## config.mk

```make
export PLATFORM = sky130hd
export DESIGN_NAME = lvds_tx_flit_arbiter
export DESIGN_NICKNAME = d
export VERILOG_FILES = /design/src/rtl/lvds_tx_flit_arbiter.sv
export SDC_FILE = /design/constraint.sdc
export NUM_CORES = 1
export LEC_CHECK = 0
export CELL_PAD_IN_SITES_DETAIL_PLACEMENT = 0
export CELL_PAD_IN_SITES_GLOBAL_PLACEMENT = 1
export CORE_MARGIN = 2
export CORE_UTILIZATION = 29
export DETAILED_ROUTE_END_ITERATION = 10
export GPL_TIMING_DRIVEN = 0
export PLACE_DENSITY_LB_ADDON = 0.1
export SYNTH_ARGS = -nofsm -noshare
export SYNTH_HDL_FRONTEND = slang
export SYNTH_SLANG_ARGS = --single-unit
export TNS_END_PERCENT = 100
```

## constraint.sdc

```tcl
create_clock -name CLK -period 1.9 [get_ports CLK]
set_input_delay 0.38 -clock CLK [delete_from_list [all_inputs] [get_ports CLK]]
set_output_delay 0.38 -clock CLK [all_outputs]
set_load 0.02 [all_outputs]
```

## src/rtl/lvds_tx_flit_arbiter.sv

```systemverilog
// lvds_tx_flit_arbiter
// Packet-atomic round-robin arbiter sharing one 32-bit LVDS transmit flit
// port between NREQ requesters. A grant is held for a whole packet (header
// bits [27:24] give the payload length), a one-entry output register
// decouples link backpressure from requester acceptance, and a watchdog
// aborts a body that stalls for TIMEOUT cycles.
//
// Ports:
//   CLK, RST_N        clock, asynchronous active-low reset
//   req               per-requester "has a flit" level
//   req_put           per-requester flit data, requester i at [32i+31:32i]
//   EN_req_put        per-requester enqueue strobe (legal while RDY_req_put)
//   RDY_req_put       arbiter can accept from requester i this cycle
//   link_put          flit presented to the serializer
//   EN_link_put       serializer enqueue strobe
//   RDY_link_put      serializer can accept a flit
//   grant             one-hot current owner, zero in IDLE
//   busy              arbiter is not IDLE
//   timeout_err       sticky watchdog-abort flag, cleared by clr_err
//   clr_err           synchronous clear of timeout_err (abort wins)
//   flit_count        flits delivered to the link, wraps at 16 bits
module lvds_tx_flit_arbiter #(
  parameter int unsigned NREQ    = 2,
  parameter int unsigned TIMEOUT = 1023
) (
  input  logic                   CLK,
  input  logic                   RST_N,
  input  logic [NREQ-1:0]        req,
  input  logic [32*NREQ-1:0]     req_put,
  input  logic [NREQ-1:0]        EN_req_put,
  output logic [NREQ-1:0]        RDY_req_put,
  output logic [31:0]            link_put,
  output logic                   EN_link_put,
  input  logic                   RDY_link_put,
  output logic [NREQ-1:0]        grant,
  output logic                   busy,
  output logic                   timeout_err,
  input  logic                   clr_err,
  output logic [15:0]            flit_count
);

  localparam int unsigned FW = 32;
  localparam int unsigned OW = $clog2(NREQ);
  localparam int unsigned CW = 16;
  localparam int unsigned LW = 4;
  localparam logic [CW-1:0] WDOG_LAST = CW'(TIMEOUT - 1);

  localparam logic [1:0] S_IDLE = 2'd0;
  localparam logic [1:0] S_HEAD = 2'd1;
  localparam logic [1:0] S_BODY = 2'd2;

  logic [1:0]    r_state;
  logic [OW-1:0] r_owner;
  logic [OW-1:0] r_last;
  logic [LW-1:0] r_rem;
  logic [CW-1:0] r_wdog;
  logic          r_out_valid;
  logic [FW-1:0] r_out_data;
  logic          r_timeout_err;
  logic [CW-1:0] r_flit_count;

  logic [1:0]    w_state_nxt;
  logic [OW-1:0] w_owner_nxt;
  logic [OW-1:0] w_last_nxt;
  logic [LW-1:0] w_rem_nxt;
  logic [CW-1:0] w_wdog_nxt;
  logic          w_out_valid_nxt;
  logic [FW-1:0] w_out_data_nxt;
  logic          w_timeout_err_nxt;
  logic [CW-1:0] w_flit_count_nxt;

  logic          w_busy;
  logic          w_space;
  logic          w_link_en;
  logic          w_accept;
  logic          w_abort;
  logic [FW-1:0] w_flit;
  logic          w_en_own;
  logic          w_req_own;
  logic [OW-1:0] w_pick;
  logic          w_pick_vld;
  int unsigned   w_dist;
  int unsigned   w_best;

  // Output register can take a flit when empty or draining this cycle
  assign w_busy    = (r_state != S_IDLE);
  assign w_link_en = r_out_valid & RDY_link_put;
  assign w_space   = !r_out_valid | w_link_en;
  assign w_accept  = w_busy & w_en_own & w_space;

  // Owner-side view of the requester inputs
  always_comb begin
    w_flit    = '0;
    w_en_own  = 1'b0;
    w_req_own = 1'b0;
    for (int unsigned i = 0; i < NREQ; i++) begin
      if (r_owner == OW'(i)) begin
        w_flit    = req_put[FW*i +: FW];
        w_en_own  = EN_req_put[i];
        w_req_own = req[i];
      end
    end
  end

  // Round-robin pick: requester with the smallest distance above r_last wins
  always_comb begin
    w_pick     = r_last;
    w_pick_vld = |req;
    w_best     = NREQ;
    w_dist     = 0;
    for (int unsigned j = 0; j < NREQ; j++) begin
      // (j - (last+1)) mod NREQ, kept non-negative
      w_dist = (j + 2 * NREQ - 1 - 32'(r_last)) % NREQ;
      if (req[j] && (w_dist < w_best)) begin
        w_best = w_dist;
        w_pick = OW'(j);
      end
    end
  end

  // Next-state and datapath update
  always_comb begin
    w_state_nxt       = r_state;
    w_owner_nxt       = r_owner;
    w_last_nxt        = r_last;
    w_rem_nxt         = r_rem;
    w_wdog_nxt        = '0;
    w_out_valid_nxt   = r_out_valid;
    w_out_data_nxt    = r_out_data;
    w_timeout_err_nxt = r_timeout_err;
    w_flit_count_nxt  = r_flit_count + {{(CW-1){1'b0}}, w_link_en};
    w_abort           = 1'b0;

    case (r_state)
      S_IDLE: begin
        if (w_pick_vld) begin
          w_owner_nxt = w_pick;
          w_state_nxt = S_HEAD;
        end
      end
      S_HEAD: begin
        if (w_accept) begin
          w_rem_nxt = w_flit[27:24];
          if (w_flit[27:24] == '0) begin
            w_last_nxt  = r_owner;
            w_state_nxt = S_IDLE;
          end else begin
            w_state_nxt = S_BODY;
          end
        end else if (!w_req_own) begin
          // Owner withdrew before sending a header; no packet, last unchanged
          w_state_nxt = S_IDLE;
        end
      end
      S_BODY: begin
        if (w_accept) begin
          w_rem_nxt = r_rem - LW'(1);
          if (r_rem == LW'(1)) begin
            w_last_nxt  = r_owner;
            w_state_nxt = S_IDLE;
          end
        end else if (r_wdog == WDOG_LAST) begin
          w_abort     = 1'b1;
          w_last_nxt  = r_owner;
          w_state_nxt = S_IDLE;
        end else if (w_space) begin
          // Only count cycles where the requester, not the link, is stalling
          w_wdog_nxt = r_wdog + CW'(1);
        end
      end
      default: begin
        w_state_nxt = S_IDLE;
      end
    endcase

    if (w_accept) begin
      w_out_data_nxt  = w_flit;
      w_out_valid_nxt = 1'b1;
    end else if (w_link_en) begin
      w_out_valid_nxt = 1'b0;
    end

    if (w_abort) begin
      w_timeout_err_nxt = 1'b1;
    end else if (clr_err) begin
      w_timeout_err_nxt = 1'b0;
    end
  end

  // State register
  always_ff @(posedge CLK or negedge RST_N) begin
    if (!RST_N) begin
      r_state       <= S_IDLE;
      r_owner       <= '0;
      r_last        <= OW'(NREQ - 1);
      r_rem         <= '0;
      r_wdog        <= '0;
      r_out_valid   <= 1'b0;
      r_out_data    <= '0;
      r_timeout_err <= 1'b0;
      r_flit_count  <= '0;
    end else begin
      r_state       <= w_state_nxt;
      r_owner       <= w_owner_nxt;
      r_last        <= w_last_nxt;
      r_rem         <= w_rem_nxt;
      r_wdog        <= w_wdog_nxt;
      r_out_valid   <= w_out_valid_nxt;
      r_out_data    <= w_out_data_nxt;
      r_timeout_err <= w_timeout_err_nxt;
      r_flit_count  <= w_flit_count_nxt;
    end
  end

  // Requester-facing strobes derived from the registered owner
  always_comb begin
    grant       = '0;
    RDY_req_put = '0;
    for (int unsigned i = 0; i < NREQ; i++) begin
      grant[i]       = w_busy && (r_owner == OW'(i));
      RDY_req_put[i] = w_busy && (r_owner == OW'(i)) && w_space;
    end
  end

  assign link_put    = r_out_data;
  assign EN_link_put = w_link_en;
  assign busy        = w_busy;
  assign timeout_err = r_timeout_err;
  assign flit_count  = r_flit_count;

endmodule
```

* Yosys cells after proc, flatten, opt, wreduce, memory -nomap -nowiden
Index checks and enable logic that the tools add are counted.
Operators by class: add/sub/neg operators 5, $lt $le $gt $ge 2, eq/ne operators 11, mux-type cells 34, bitwise logic cells 5, reduce and logical (&&, ||, !) cells 18
Operators with widths (count):
- $mux W16 | 4
- $lt A1 B32 Y1 | 1
- $mux W32 | 1
- $add A16 B1 Y16 | 1
- $add A16 B1 Y16 const B | 1
- $eq A16 B10 Y1 const B | 1
- $mux W1 | 16
- $mux W2 | 8
- $ne A3 B3 Y1 const B | 3
- $mux W4 | 2
- $ne A2 B2 Y1 const B | 4
- $pmux W4 S2 | 1
- $reduce_bool A2 Y1 | 4
- $logic_and A1 B1 Y1 | 6
- $pmux W2 S3 | 1
- $reduce_and A5 Y1 | 1
- $eq A4 B1 Y1 const B | 1
- $logic_not A4 Y1 | 1
- $reduce_and A4 Y1 | 1
- $sub A4 B1 Y4 const B | 1
- $and A1 B1 Y1 | 3
- $reduce_and A3 Y1 | 1
- $eq A2 B1 Y1 const B | 1
- $eq A2 B2 Y1 const B | 1
- other kinds (9) | 10
Storage, ports and cells: flip-flop bits (word level) 74, input port bits 72, output and inout bits 55, logic and storage cells 84

* Logic depth before layout (Yosys ltp)
Gate-level depths: netlist of run 1.
depth after elaboration 7, gate-level depth with buffers 8, gate-level depth less buffers 7

* Worst setup path after synthesis of run 1
OpenSTA, ideal clock, no wires.
path type reg2out, start point register r_owner, end point output port RDY_req_put[0], arrival time 1.442 ns, required time 1.520 ns, path slack 0.078 ns, stages on the path, launching flop included 5, path buffers 3, cells stage by stage dfrtp_1 -> buf_6 -> buf_2 -> buf_1 -> nor3_1
On the way: longest elaborated chain between the ends 3
Ends and longest elaborated chain:
- start, declared | RTL line 53 | logic [OW-1:0] r_owner;
- start signal, assigned | RTL line 204 | r_owner <= w_owner_nxt;
- $not A1 Y1 | RTL line 221 | RDY_req_put[i] = w_busy && (r_owner == OW'(i)) && w_space;
- $logic_and A1 B1 Y1 (2 in a row) | RTL line 221
- end, declared | RTL line 31 | output logic [NREQ-1:0] RDY_req_put,
No other way between the ends.

* Final worst setup path of run 1
start point input port RDY_link_put, end point output port RDY_req_put[1]
On the way: longest elaborated chain between the ends 3
Ends and longest elaborated chain:
- start, declared | RTL line 34 | input logic RDY_link_put,
- $and A1 B1 Y1 | RTL line 87 | assign w_link_en = r_out_valid & RDY_link_put;
- $or A1 B1 Y1 | RTL line 88 | assign w_space = !r_out_valid | w_link_en;
- $logic_and A1 B1 Y1 | RTL line 221
No other way between the ends.

==> run_results.csv, run 1 <==
group,metric,value,unit
outcome,status,"finished, final reports clean",
timing,setup_viol,0,
hold_path,hp-class,"in2async",
finish,fin_area,5460,µm²
synthesis,synth_flop_cell,"dfrtp_1",
floorplanning,core,12100,µm²
synthesis,yosysSeqAreaShare,51.0,%
place,dp_hpwl,6960,µm
synthesis,yosysWarnings,0,
pwr,power.leakage,2.31,nW
worst_setup_path,crit_slowest_cell,"clkdlybuf4s50_1",
place,place.gp.congestion,0.755,
finish,multi_input_area,1680,µm²
timing,fin_worst_skew,0.00319,ns
place,dp_cells,650,
worst_setup_path,crit_cells,4,
worst_setup_path,crit_fanout,3,
synthesis,ys_ff_latch,74,
grt,grt_pass1_wl,14900,µm
clocking,insertion_delay,0.33,ns
synthesis,syn_inst,355,
synthesis,async_flop_share,100,%
synthesis,syn_nets,433,
grt,grt-busiest-layer,"met2",
finish,layout.cells.non_filler,666,
grt,grt_usage,14.3,%
floorplanning,io_pins,127,
place,portBuffers,126,
clocking,holdBufCountCts,0,
synthesis,yosys-top-cells-count,"dfrtp_1 (73), nor2_1 (62), a21oi_1 (38), mux2i_1 (33), xnor2_1 (16)",
clocking,htree_levels,3,
timing,max_freq,0.538,GHz
clocking,cts.sinks,74,
place,place_area,5130,µm²
worst_setup_path,criticalPathCategory,"in2out",
grt,grt_pass1_vias,3006,
synthesis,yosysTopAreaCellShare,50.3,%
finish,fillerInstances,1195,
worst_setup_path,cp_num_buf_inv,2,
clocking,clock_path_buffers,2,
synthesis,yosysMostFrequentCell,"dfrtp_1",
worst_setup_path,cp-start-kind,"input port",
worst_setup_path,r2r_cells,8,
timing,worst_slew_pin_slew,0.457,ns
routing,wire_per_inst,14.1,µm
pwr,max-vdd-ir-drop,547,µV
worst_setup_path,required,1.52,ns
timing,fin_crit_sh,97.8,%
timing,worst_slew_margin_rel,69.5,%
floorplanning,die-area,13400,µm²
synthesis,yosys.area.top_type,"dfrtp_1",
worst_setup_path,cp_cell_sequence,"clkdlybuf4s50_1 -> nand2b_1 -> and3_1 -> clkdlybuf4s15_2",
synthesis,synthTopCellsByArea,"dfrtp_1 (50%), mux2i_1 (9.1%), nor2_1 (6.4%)",
pwr,power_density,1390,nW/µm²
finish,n_antenna_cell,0,
routing,routed_wl,9420,µm
grt,grt_max_degree,44,
worst_setup_path,rr_startpoint,"r_state[1]$_DFFE_PN0P_",
synthesis,avgSynthCellArea,10.2,µm²
clocking,cts_tree,"done",
timing,hold_viol_final,0,
clocking,cts.clk_slew.worst_paths,0.05,ns
worst_setup_path,timing.rr.end,"link_put[23]$_DFFE_PN0P_",
timing,rsz0062_at_grt,"true",
clocking,cts-root-buf,"clkbuf_16",
routing,drc,0,
routing,drt_iter0_markers,129,
grt,met3_usage,3.40,%
timing,fin_tns_setup,0,ns
finish,regArea,1850,µm²
clocking,numCtsBuffers,9,
routing,vias,2998,
finish,area_delta_synth_final,50.2,%
timing,min_period,1.86,ns
worst_setup_path,cp-end-kind,"output pin",
grt,use_met1,18.5,%
finish,drive_gt1_share,9.04,%
synthesis,synth_edf_count,0,
worst_setup_path,slowest_delay,0.51,ns
timing,report.final.slew_viol_count,0,
worst_setup_path,path_delay_family,"buffers and inverters",
worst_setup_path,critPathArrivalTime,1.48,ns
pwr,total_power,7.57,mW
finish,fin_nets,574,
floorplanning,initial_core_util,30.0,%
flow_run,drv_cap,0,
grt,antenna_found_initial,0,
worst_setup_path,r2r_slack,0.10,ns
routing,firstDrtPassIters,4,
floorplanning,die_h,116,µm
floorplanning,rows,40,
floorplanning,fp.dieW,116,µm
routing,via_per_inst,4.50,
grt,use_met2,23.5,%
routing,ant_nets,0,
grt,overflow,0,
synthesis,syn_area,3630,µm²
synthesis,synth_cell_types,45,
[report_power, final]
group          internal, mW  leakage [nW]  switching (mW)
Sequential             2.08         0.911           0.330
Combinational          1.75          1.28            1.96
Clock                 0.860         0.118           0.593
Total                  4.69          2.31            2.88
[per-layer routing]
layer	share of wire [%]	wire length, µm	up-vias
li1	-	-	1506
met1	45	4260	1409
met2	48	4560	75
met3	5.0	472	8
met4	1.4	131	0
met5	0	0	-
[flip-flops by register name (all words and copies together), names as in the netlist]
register / flops
flit_count: 16
link_put: 32
r_last: 1
r_out_valid: 1
r_owner: 1
r_rem: 4
r_state: 2
r_wdog: 16
timeout_err: 1
[cell families (layout without fill, tap and decap cells)]
family / count (synthesis) / in the layout / share of synthesized area, %
multiplexers: 35 / 35 / 10.0
AND/OR/NAND/NOR: 131 / 131 / 17.8
buffers and inverters: 24 / 167 / 3.62
AO/OA/AOI/OAI: 57 / 57 / 8.72
flip-flops: 74 / 74 / 51.0
adder cells (fa/ha/maj): 6 / 6 / 2.07
XOR/XNOR: 28 / 28 / 6.75
[worst max path at each step]
stage                        startpoint  slack, ns                        to
floorplan           r_owner$_DFFE_PN0P_       0.08            RDY_req_put[0]
global placement                  RST_N      -2.42   link_put[5]$_DFFE_PN0P_
detailed placement  r_owner$_DFFE_PN0P_      -0.63            RDY_req_put[1]
CTS                 r_owner$_DFFE_PN0P_      -0.06            RDY_req_put[0]
global route               RDY_link_put      -0.02  flit_count[12]$_DFF_PN0_
finish                     RDY_link_put       0.04            RDY_req_put[1]
[placed cells by master, fill, tap and decap left out, drive strengths merged, types with 4 or more instances in the layout]
cell type | synthesis | routed
clkdlybuf4s50 | 0 | 119
dfrtp | 73 | 73
nor2 | 63 | 63
a21oi | 38 | 38
mux2i | 34 | 34
buf | 15 | 21
xnor2 | 16 | 16
nand2 | 15 | 15
clkbuf | 2 | 14
nand3 | 13 | 13
xor2 | 12 | 12
nand4 | 8 | 8
inv | 7 | 7
ha | 6 | 6
nor3 | 6 | 6
o21ai | 6 | 6
and3 | 5 | 5
and2 | 4 | 4
and4 | 4 | 4
a31oi | 4 | 4
[layout make-up]
class / instances / share of cell area, %
plain buffers: 16 / 2.20
clock buffers: 12 / 4.33
clock inverters: 1 / 0.0917
inverters: 7 / 0.482
multi-input cells: 257 / 30.8
flip-flops and latches: 74 / 34.0
well taps: 168 / 3.85
repair buffers: 131 / 24.2
[per-stage QoR]
step | worst slack [ns] | hold slack, ns | util, %
finish | 0.0417 | 0.00225 | 45.0
detailed placement | -0.630 | 0.364 | 42.3
global placement | -2.42 | 0.464 | 42.1
global route | -0.0174 | 0.0330 | 45.0
floorplan | 0.0779 | 0.0844 | -
CTS | -0.0599 | 0.0149 | 44.6
[repair_timing]
item	CTS	global route
resized for setup	18	7
setup endpoints to repair	8	42
setup buffers	2	2
pin swaps	2	3
Power figures use the tool's default switching activity.
==> inputs of run 2 (changes only) <==
Settings changed: SKIP_CTS_REPAIR_TIMING set to 1, SKIP_LAST_GASP set to 1.
==> run_results.csv, run 2 (synthesis gave the netlist of run 1 again) <==
group,metric,value,unit
grt,overflow,0,
floorplanning,io_pins,127,
timing,fin_worst_skew,0.00335,ns
worst_setup_path,crit_slowest_cell,"clkdlybuf4s50_1",
worst_setup_path,crit_fanout,4,
routing,drc,0,
timing,min_period,1.84,ns
floorplanning,die_h,116,µm
floorplanning,core,12100,µm²
grt,grt_max_degree,44,
pwr,total_power,7.64,mW
flow_run,drv_cap,0,
finish,drive_gt1_share,9.40,%
place,dp_hpwl,6960,µm
clocking,cts.clk_slew.worst_paths,0.05,ns
floorplanning,rows,40,
place,place.gp.congestion,0.755,
timing,report.final.slew_viol_count,0,
timing,fin_crit_sh,96.9,%
worst_setup_path,r2r_cells,7,
timing,setup_viol,0,
clocking,cts_tree,"done",
timing,max_freq,0.543,GHz
worst_setup_path,cp-end-kind,"register",
clocking,numCtsBuffers,9,
hold_path,hp-class,"in2async",
timing,fin_tns_setup,0,ns
pwr,power.leakage,2.37,nW
grt,grt_pass1_wl,14800,µm
grt,grt_pass1_vias,2991,
clocking,insertion_delay,0.33,ns
worst_setup_path,criticalPathCategory,"in2reg",
pwr,power_density,1390,nW/µm²
worst_setup_path,r2r_slack,0.16,ns
worst_setup_path,cp-start-kind,"input port",
clocking,cts.sinks,74,
finish,final_cell_mix,"clkdlybuf4s50_1 (119), dfrtp_1 (73), nor2_1 (61)",
routing,drt_iter0_markers,135,
timing,worst_slew_pin_slew,0.457,ns
finish,final_common_cell,"clkdlybuf4s50_1",
worst_setup_path,timing.rr.end,"r_last$_DFFE_PN1P_",
routing,wire_per_inst,14.1,µm
worst_setup_path,cp_cell_sequence,"clkdlybuf4s50_1 -> and2_1 -> ha_1 -> and2_1 -> and4_1 -> nand4_1 -> xnor2_1",
floorplanning,die-area,13400,µm²
worst_setup_path,crit_top_cell,"and2_1",
routing,ant_nets,0,
worst_setup_path,slowest_delay,0.51,ns
clocking,cts-root-buf,"clkbuf_16",
floorplanning,initial_core_util,30.0,%
routing,via_per_inst,4.50,
worst_setup_path,critPathArrivalTime,2.05,ns
finish,area_delta_synth_final,51.6,%
floorplanning,fp.dieW,116,µm
worst_setup_path,required,2.11,ns
finish,largest_reg_flops,32,
routing,firstDrtPassIters,4,
outcome,status,"finished, final reports clean",
clocking,htree_levels,3,
place,portBuffers,126,
worst_setup_path,rr_startpoint,"r_owner$_DFFE_PN0P_",
finish,n_antenna_cell,0,
routing,vias,3005,
routing,routed_wl,9430,µm
finish,fin_nets,576,
grt,antenna_found_initial,0,
grt,grt_usage,14.2,%
clocking,clock_path_buffers,2,
pwr,max-vdd-ir-drop,547,µV
timing,hold_viol_final,0,
timing,worst_slew_margin_rel,69.6,%
timing,rsz0062_at_grt,"true",
-- run 2: per-stage QoR --
step                std cells  hold WS (ns)  util (%)  area [µm²]  setup WS, ns
global route              668        0.0330      45.5        5510       -0.0181
CTS                       663        0.0149      44.3        5370        -0.994
global placement          649         0.464      42.1        5100         -2.42
floorplan                 355        0.0844         -        3630        0.0779
detailed placement        650         0.364      42.3        5130        -0.630
finish                    668       0.00206      45.5        5510        0.0591
-- run 2: power breakdown --
part / internal, mW / leakage [nW] / total, mW / switching [mW]
Clock: 0.860 / 0.118 / 1.46 / 0.596
Combinational: 1.80 / 1.34 / 3.77 / 1.97
Sequential: 2.08 / 0.912 / 2.41 / 0.338
-- run 2: worst max path at each step --
| stage | startpoint | endpoint | slack (ns) | depth (start not counted) |
|---|---|---|---|---|
| 4_1_cts | r_owner$_DFFE_PN0P_ | RDY_req_put[1] | -0.99 | 5 |
| 5_1_grt | RDY_link_put | flit_count[15]$_DFF_PN0_ | -0.02 | 7 |
| 3_5_place_dp | r_owner$_DFFE_PN0P_ | RDY_req_put[1] | -0.63 | 5 |
| 2_1_floorplan | r_owner$_DFFE_PN0P_ | RDY_req_put[0] | 0.08 | 4 |
| 6_report | RDY_link_put | flit_count[15]$_DFF_PN0_ | 0.06 | 7 |
| 3_3_place_gp | RST_N | link_put[5]$_DFFE_PN0P_ | -2.42 | 1 |
-- run 2: routing by layer --
metal	track usage (%)	vias up	wire [µm]
li1	-	1508	-
met1	18.6	1420	4330
met2	23.2	68	4540
met3	3.40	9	435
met4	4.84	0	130
met5	0	-	0
-- run 2: worst max-delay path: cells and delay by family --
family                     cells  cell delay, ns
and+or+nand+nor                4            0.81
adders and majority gates      1            0.21
xor gates and xnor gates       1            0.14
buffers and inverters          1            0.51
-- run 2: area by class of cell --
| cell class | instances | area, µm² |
|---|---|---|
| tap | 168 | 210 |
| clock buffer | 12 | 236 |
| clock inverter | 1 | 5.00 |
| timing repair buffer | 132 | 1340 |
| multi-input combinational | 257 | 1700 |
| sequential | 74 | 1850 |
| inverter | 7 | 26.3 |
| buffer | 17 | 131 |
| fill | 1182 | 6600 |
==> inputs of run 3 (changes only) <==
Settings changed: CORE_MARGIN 2 to not set, DONT_BUFFER_PORTS set to 1.
==> run_results.csv, run 3 (synthesis gave the netlist of run 1 again) <==
group,metric,value,unit
worst_setup_path,critPathArrivalTime,1.47,ns
flow_run,drv_cap,0,
timing,fin_worst_skew,0.00343,ns
timing,timing.hold.ws,-0.268,ns
clocking,clock_path_buffers,2,
timing,layout_setup_ws,0.0476,ns
clocking,numCtsBuffers,9,
worst_setup_path,required,1.52,ns
timing,fin_tns_setup,0,ns
finish,drive_gt1_share,15.1,%
floorplanning,core,12100,µm²
clocking,insertion_delay,0.34,ns
outcome,status,"complete, but fails checks",
timing,report.final.slew_viol_count,0,
routing,firstDrtPassIters,4,
finish,fin_nets,456,
pwr,power.leakage,1.89,nW
routing,vias,2630,
routing,routed-wl-met2,3950,µm
worst_setup_path,crit_fanout,10,
floorplanning,fp.dieW,114,µm
finish,layout.cells.non_filler,551,
routing,via_per_inst,4.77,
clocking,cts_tree,"done",
hold_path,hp-class,"in2async",
finish,area_delta_synth_final,19.2,%
clocking,cts.clk_slew.worst_paths,0.06,ns
finish,n_antenna_cell,0,
finish,final_util,35.7,%
floorplanning,initial_core_util,30.0,%
finish,largest_reg_flops,32,
worst_setup_path,crit_slowest_cell,"dfrtp_1",
routing,top_layer,"met4",
timing,worst_slew_margin_rel,71.1,%
floorplanning,die_h,114,µm
worst_setup_path,cp-end-kind,"output pin",
grt,grt_pass1_vias,2585,
worst_setup_path,criticalPathCategory,"reg2out",
timing,min_period,1.85,ns
worst_setup_path,cp_cell_sequence,"buf_6 -> buf_6 -> buf_6 -> nor3_4",
place,place.gp.congestion,0.699,
worst_setup_path,cp-start-kind,"register",
routing,drt-met1-wl,3650,µm
timing,fin_crit_sh,97.5,%
routing,drc,0,
timing,max_freq,0.540,GHz
timing,rsz0062_at_grt,"true",
place,portBuffers,0,
clocking,cts.sinks,74,
grt,grt_usage,13.5,%
pwr,max-vdd-ir-drop,483,µV
grt,overflow,0,
place,dp_hpwl,5770,µm
floorplanning,io_pins,127,
routing,drt_iter0_markers,123,
timing,setup_viol,0,
place,dp_cells,523,
routing,routed-wl-met3,502,µm
worst_setup_path,slowest_delay,0.37,ns
worst_setup_path,crit_top_cell,"buf_6",
pwr,power_density,1630,nW/µm²
outcome,violations,"hold timing",
grt,antenna_found_initial,0,
grt,grt_pass1_wl,13200,µm
routing,wire_per_inst,15.0,µm
place,dp_worst_setup_slack,-0.209,ns
clocking,cts-root-buf,"clkbuf_16",
routing,ant_nets,0,
grt,grt_max_degree,75,
clocking,htree_levels,3,
routing,routed_wl,8280,µm
finish,final_cell_mix,"dfrtp_1 (73), nor2_1 (60), a21oi_1 (38)",
floorplanning,die-area,13000,µm²
floorplanning,rows,40,
pwr,total_power,7.05,mW
timing,hold_viol_final,74,
timing,worst_slew_pin_slew,0.434,ns
finish,final_common_cell,"dfrtp_1",
==> run 3: cell types whose count changed in the layout (fill, tap and decap cells not counted), moves of 2 or more <==
cell,delta
clkbuf_8,+3
clkbuf_1,-3
buf_12,-2
clkdlybuf4s50_1,-119
buf_4,+7
dlymetal6s2s_1,-4
bufinv_16,+2
==> run 3: where the power goes <==
group          leakage [nW]  switching, mW  internal, mW  total, mW
clock network         0.165          0.654          1.25       1.91
logic                 0.814           1.22         0.952       2.17
registers             0.912          0.891          2.07       2.96
==> run 3: path summary, 6_finish.rpt <==
check / slack (ns) / start / endpoint / depth (start not counted)
worst max-delay path: 0.05 / r_owner$_DFFE_PN0P_ / RDY_req_put[0] / 4
worst min-delay path: -0.27 / RST_N / flit_count[8]$_DFF_PN0_ / 0
worst max register to register: 0.15 / r_out_valid$_DFFE_PN0P_ / flit_count[12]$_DFF_PN0_ / 7
worst min register to register: 0.50 / r_wdog[0]$_DFF_PN0_ / r_wdog[0]$_DFF_PN0_ / 1
max in group asynchronous: 1.95 / RST_N / r_last$_DFFE_PN1P_ / 0
min in group CLK: 0.13 / req[0] / r_owner$_DFFE_PN0P_ / 1
==> run 3: metal layers <==
metal  GRT usage [%]  up-vias
met5               0        -
met1            17.1     1261
met4            7.79        0
met2            20.5       79
li1                -     1277
met3            3.99       13
==> run 3: metrics by stage <==
step           hold WS (ns)  area, µm²
6_report             -0.268       4330
2_1_floorplan        0.0844       3630
5_1_grt              -0.287       4330
3_5_place_dp         0.0859       3840
4_1_cts              -0.288       4180
3_3_place_gp         0.0859       3840
==> run 3: critical path: cells and delay by family (launching register included) <==
family	cells	cell delay (ns)
and+or+nand+nor	1	0.30
DFF	1	0.37
buffers and inverters	3	0.46
==> run 3: area by class of cell <==
class,instances,area [µm²]
buffer,17,119
clock buffer,12,267
clock inverter,4,72.6
fill,1243,7780
inverter,7,26.3
multi-input combinational,257,1690
sequential,74,1850
tap,168,210
timing repair buffer,12,90.1
